## config.mk

```make
export PLATFORM = sky130hd
export DESIGN_NAME = mult_hilo_unit
export DESIGN_NICKNAME = d
export VERILOG_FILES = /design/src/rtl/mips_pkg.sv /design/src/rtl/shift_add_mult_core.sv /design/src/rtl/mult_hilo_unit.sv
export SDC_FILE = /design/constraint.sdc
export NUM_CORES = 1
export LEC_CHECK = 0
export CAP_MARGIN = 20
export CORE_MARGIN = 5
export CORE_UTILIZATION = 58
export DETAILED_ROUTE_END_ITERATION = 10
export PLACE_DENSITY = 0.79
export SYNTH_ARGS = -nofsm -noshare
export SYNTH_HDL_FRONTEND = slang
export SYNTH_HIERARCHICAL = 1
export SYNTH_SLANG_ARGS = --single-unit
```

## constraint.sdc

```tcl
create_clock -name Clk -period 4.3 [get_ports Clk]
set_input_delay 0.86 -clock Clk [delete_from_list [all_inputs] [get_ports Clk]]
set_output_delay 0.86 -clock Clk [all_outputs]
set_load 0.02 [all_outputs]
```

## src/rtl/mips_pkg.sv

```systemverilog
// rtl/mips_pkg.sv - shared ALUOp constants and multiplier state encoding
package mips_pkg;

    localparam logic [4:0] ALUOP_MULT  = 5'b00010;
    localparam logic [4:0] ALUOP_MULTU = 5'b01101;

    typedef enum logic [1:0] {
        ST_IDLE = 2'd0,
        ST_RUN  = 2'd1,
        ST_FIX  = 2'd2,
        ST_DONE = 2'd3
    } mult_state_t;

    function automatic logic is_mult_op(input logic [4:0] op);
        return (op == ALUOP_MULT) || (op == ALUOP_MULTU);
    endfunction

endpackage

```

## src/rtl/shift_add_mult_core.sv

```systemverilog
// rtl/shift_add_mult_core.sv - unsigned radix-2 shift-add multiplier datapath
//
// Ports:
//   clk, rst      clock, asynchronous active-high reset
//   load          capture multiplicand/multiplier, clear accumulator and counter
//   step          retire one multiplier bit
//   multiplicand  unsigned WIDTH-bit operand
//   multiplier    unsigned WIDTH-bit operand
//   product       2*WIDTH-bit result, valid after WIDTH steps
//   last          high during the step that retires the final multiplier bit
module shift_add_mult_core #(
    parameter int WIDTH = 32
) (
    input  logic               clk,
    input  logic               rst,
    input  logic               load,
    input  logic               step,
    input  logic [WIDTH-1:0]   multiplicand,
    input  logic [WIDTH-1:0]   multiplier,
    output logic [2*WIDTH-1:0] product,
    output logic               last
);

    localparam int CW = $clog2(WIDTH);

    logic [WIDTH-1:0] mcand;
    logic [CW-1:0]    count;
    logic [WIDTH:0]   sum;

    // Upper half accumulates; lower half starts as the multiplier and is
    // shifted out LSB-first as product bits shift in from the top.
    always_comb begin
        sum = {1'b0, product[2*WIDTH-1:WIDTH]} + {1'b0, (product[0] ? mcand : '0)};
    end

    assign last = step && (count == CW'(WIDTH - 1));

    always_ff @(posedge clk or posedge rst) begin
        if (rst) begin
            mcand   <= '0;
            product <= '0;
            count   <= '0;
        end else if (load) begin
            mcand   <= multiplicand;
            product <= {{WIDTH{1'b0}}, multiplier};
            count   <= '0;
        end else if (step) begin
            product <= {sum, product[WIDTH-1:1]};
            count   <= count + 1'b1;
        end
    end

endmodule

```

## src/rtl/mult_hilo_unit.sv

```systemverilog
// rtl/mult_hilo_unit.sv - iterative signed/unsigned multiplier with HI/LO registers
//
// Ports:
//   Clk, Reset        clock, asynchronous active-high reset
//   Start, ALUOp      request strobe; only MULT/MULTU start an operation
//   A, B              rs / rt operands (A is also MTHI/MTLO data)
//   WriteHi, WriteLo  MTHI / MTLO strobes, honoured only when not busy
//   Hi, Lo            HI / LO registers
//   Busy              operation in flight (RUN or FIX)
//   Done              one-cycle pulse after Hi/Lo take the new product
module mult_hilo_unit
    import mips_pkg::*;
#(
    parameter int WIDTH = 32
) (
    input  logic             Clk,
    input  logic             Reset,
    input  logic             Start,
    input  logic [4:0]       ALUOp,
    input  logic [WIDTH-1:0] A,
    input  logic [WIDTH-1:0] B,
    input  logic             WriteHi,
    input  logic             WriteLo,
    output logic [WIDTH-1:0] Hi,
    output logic [WIDTH-1:0] Lo,
    output logic             Busy,
    output logic             Done
);

    mult_state_t        state;
    logic               neg;
    logic               accept;
    logic               signed_op;
    logic [WIDTH-1:0]   a_mag;
    logic [WIDTH-1:0]   b_mag;
    logic [2*WIDTH-1:0] product;
    logic [2*WIDTH-1:0] prod_fixed;
    logic               core_last;

    assign accept    = ((state == ST_IDLE) || (state == ST_DONE)) && Start && is_mult_op(ALUOp);
    assign signed_op = (ALUOp == ALUOP_MULT);

    // Magnitudes are held unsigned, so the most negative value maps onto
    // itself and is still the correct magnitude.
    assign a_mag = (signed_op && A[WIDTH-1]) ? -A : A;
    assign b_mag = (signed_op && B[WIDTH-1]) ? -B : B;

    assign prod_fixed = neg ? -product : product;

    shift_add_mult_core #(.WIDTH(WIDTH)) u_core (
        .clk          (Clk),
        .rst          (Reset),
        .load         (accept),
        .step         (state == ST_RUN),
        .multiplicand (a_mag),
        .multiplier   (b_mag),
        .product      (product),
        .last         (core_last)
    );

    always_ff @(posedge Clk or posedge Reset) begin
        if (Reset) begin
            state <= ST_IDLE;
            neg   <= 1'b0;
            Hi    <= '0;
            Lo    <= '0;
            Busy  <= 1'b0;
            Done  <= 1'b0;
        end else begin
            Done <= 1'b0;
            case (state)
                ST_IDLE, ST_DONE: begin
                    if (accept) begin
                        neg   <= signed_op && (A[WIDTH-1] ^ B[WIDTH-1]);
                        Busy  <= 1'b1;
                        state <= ST_RUN;
                    end else begin
                        // MT* writes only land when no multiply is being accepted.
                        if (WriteHi) Hi <= A;
                        if (WriteLo) Lo <= A;
                        state <= ST_IDLE;
                    end
                end
                ST_RUN: begin
                    if (core_last) state <= ST_FIX;
                end
                ST_FIX: begin
                    Hi    <= prod_fixed[2*WIDTH-1:WIDTH];
                    Lo    <= prod_fixed[WIDTH-1:0];
                    Busy  <= 1'b0;
                    Done  <= 1'b1;
                    state <= ST_DONE;
                end
                default: state <= ST_IDLE;
            endcase
        end
    end

endmodule

```

==> results.py <==
metrics = {
    "outcome": {
        "status": "finished clean",
    },
    "finish": {
        "synthToLayoutAreaGrowth_pct": 18.26,
        "final_util": 0.6962,
        "nets": 1629,
        "n_fill_cell": 1701,
        "drive_gt1_frac": 0.08966,
        "multiInputGateArea_um2": 7677,
        "num_antenna_cells": 0,
        "seq_area_um2": 4255,
    },
    "pwr": {
        "ir_worst_vdd_mv": 0.5957,
        "finalPower_w": 0.01135,
        "seqPwrFrac": 0.302,
        "power_frac_clock": 0.135,
        "power_frac_comb": 0.564,
        "swShare": 0.4785,
        "leakagePower_nw": 5.834,
        "p_sw_w": 0.005430,
        "pwr_density_cell_nw_per_um2": 778.0,
        "intPower_w": 0.005919,
    },
    "global_route": {
        "grt_overflow": 0,
        "grt_pass1_wl_um": 62870,
        "grt_pass1_vias": 11130,
        "grt_max_degree": 102,
        "track_usage": 0.3295,
        "antenna_found_initial": 0,
    },
    "worst_setup_path": {
        "cp_slowest_cell": "or4_1",
        "critPathRequiredTime_ns": 4.62,
        "crit_chain": "clkdlybuf4s50_1 > or3_1 > or2_2 > or4_1 > nand2b_1 > o41ai_1 > xnor2_1 > mux2_2",
        "cpPeakStageDelay_ns": 0.66,
        "crit_path_start_kind": "input pin",
        "cp-end-kind": "flip-flop",
        "crit_type": "in2reg",
        "crit_fanout": 5,
        "critPathArrivalTime_ns": 3.87,
    },
    "logic_synthesis": {
        "dominantRegCellSynth": "dfrtp_1",
        "syn_inst": 1411,
        "yosys.area.top_type": "dfrtp_1",
        "yosysMostFrequentCell": "dfrtp_1",
        "yosys_warnings": 6,
        "ys_top_cells_by_count": "170 x dfrtp_1, 142 x nand2_1, 117 x o21ai_0, 105 x nor2_1, 73 x a21oi_1",
        "synth_area_leaders": "dfrtp_1 34%, mux2i_1 5.4%, xnor2_1 4.8%",
        "synthesis.area_um2": 12340,
        "synthDistinctLibCells": 79,
        "synth_edf_count": 0,
        "async_flop_share": 1.000,
        "synth_seq_cells": 170,
        "postSynthAreaPerCell_um2": 8.743,
        "synth_top_area_frac": 0.3448,
        "synth_nets": 1525,
        "ys_seq_area_frac": 0.3448,
    },
    "placement": {
        "io_buffers": 139,
        "gp_congestion": 0.9938,
        "preCtsSetupSlack_ns": 0.3420,
        "dp_hpwl_um": 29790,
    },
    "run": {
        "cap_violations": 0,
    },
    "clock_tree": {
        "cts_root_buf": "clkbuf_16",
        "cts_resized": 0,
        "worstSkewPairLatency_ns": 0.44,
        "htree_num_levels": 4,
        "clk_pin_slew_worst_paths_ns": 0.07,
        "postCtsHoldBufs": 0,
        "clockBufferDepth": 2,
        "cts_inserted_buffers": 17,
        "cts_tree": "built",
        "cts.sinks": 170,
        "post_cts_buffers": 0,
    },
    "route": {
        "dr.pass1.iters": 7,
        "drt_iter0_drc": 1404,
        "drc": 0,
        "via_count": 11840,
        "vias_per_cell": 6.568,
        "drtAntennaViolNets": 0,
        "routedWlPerCell_um": 22.48,
        "wl_um": 40530,
    },
    "timing": {
        "maxSlewViolCount": 0,
        "max_freq_mhz": 281.9,
        "finalHoldViolations": 0,
        "fin_hold_ws_ns": 0.4796,
        "finalSetupViolCount": 0,
        "worst_clock_skew_ns": 0.01420,
        "slew_headroom": 0.2216,
        "post-route-period-util": 0.8249,
        "final.setup.worst_slack_ns": 0.7528,
        "worst_pin_slew_ns": 1.163,
        "rsz0062_at_grt": "false",
        "tns_ns": 0,
        "layout_min_cycle_time_ns": 3.547,
    },
    "floorplanning": {
        "num_rows": 53,
        "io_pins": 140,
        "die_h_um": 155.8,
        "start_util": 0.5887,
        "dieArea_um2": 24290,
        "core_um2": 20960,
        "die_w_um": 155.8,
    },
    "worst_hold_path": {
        "worstHoldPathType": "reg2reg",
    },
}
==> registers in the layout, summed over array words and instances (netlist names) <==
register	count
u_core/product	64
Hi	32
Lo	32
u_core/mcand	32
u_core/count	5
state	2
Busy	1
Done	1
neg	1
==> worst max-delay path, delay by kind of cell <==
| kind | cells | cell delay [ns] |
|---|---|---|
| buffers and inverters | 1 | 0.51 |
| muxes | 1 | 0.27 |
| AOI/OAI and AO/OA | 1 | 0.41 |
| and+or+nand+nor | 4 | 1.70 |
| xor gates and xnor gates | 1 | 0.11 |
==> cell usage in the layout (no fill, tap or decap), types with 31 or more instances in the layout <==
cell	netlist	final
nand3_1	31	31
mux2_2	33	33
o31ai_1	36	36
nor3_1	31	31
a21oi_1	73	72
nand2_1	142	142
ha_1	39	37
xnor2_1	67	67
clkdlybuf4s50_1	0	139
mux2i_1	66	66
o21ai_0	117	117
dfrtp_1	170	169
nor2_1	105	105
and2_1	37	37
xor2_1	61	61
==> power by group through the flow <==
stage	Clock, W	Sequential [W]	Combinational, W
6_report	0.00153	0.00342	0.00640
5_1_grt	0.00161	0.00349	0.00693
4_1_cts	0.00153	0.00336	0.00632
3_5_place_dp	0	0.00338	0.00626
3_3_place_gp	0	0.00335	0.00610
2_1_floorplan	0	0.00338	0.00406
==> metrics by stage <==
step	cells	cell area, µm²
after global placement	1771	14020
after global routing	1803	14590
final	1803	14590
after CTS	1803	14590
after detailed placement	1771	14020
after floorplan	1411	12340
==> path summary, 6_finish.rpt <==
path,startpoint,slack (ns),cells after the start,to
worst max-delay path,A[5],0.75,8,u_core/mcand[30]$_DFFE_PP0P_
max in group asynchronous,Reset,2.54,3,neg$_DFFE_PP0P_
worst min-delay path,Lo[23]$_DFFE_PP0P_,0.48,1,Lo[23]$_DFFE_PP0P_
worst max register to register,u_core/product[0]$_DFFE_PP0P_,0.79,10,u_core/product[62]$_DFFE_PP0P_
min in group asynchronous,Reset,0.91,3,u_core/mcand[0]$_DFFE_PP0P_
worst min register to register,Lo[23]$_DFFE_PP0P_,0.48,1,Lo[23]$_DFFE_PP0P_
==> kinds of logic after synthesis <==
logic type / after synthesis / synth area share
and+or+nand+nor: 497 / 0.2058
muxes: 99 / 0.08367
AOI/OAI and AO/OA: 371 / 0.1978
adders and majority gates: 40 / 0.04118
buffers and inverters: 106 / 0.03590
xor gates and xnor gates: 128 / 0.09087
DFF: 170 / 0.3448
==> metal layers <==
metal / up-vias / track usage / wire length, µm
met1: 5703 / 0.4643 / 16930
met5: - / 0 / 0
met3: 101 / 0.06796 / 4048
met4: 0 / 0.1292 / 1548
met2: 655 / 0.5003 / 18000
li1: 5383 / - / -
==> final cells by class <==
type                            count  area share
Sequential cell                   170      0.2917
Clock buffer                       20     0.03130
Inverter                           25    0.006604
Timing Repair Buffer              166      0.1127
Multi-Input combinational cell   1135      0.5262
Clock inverter                     12    0.007890
Tap cell                          275     0.02358
Note: power is estimated with default switching activity, not from simulation.
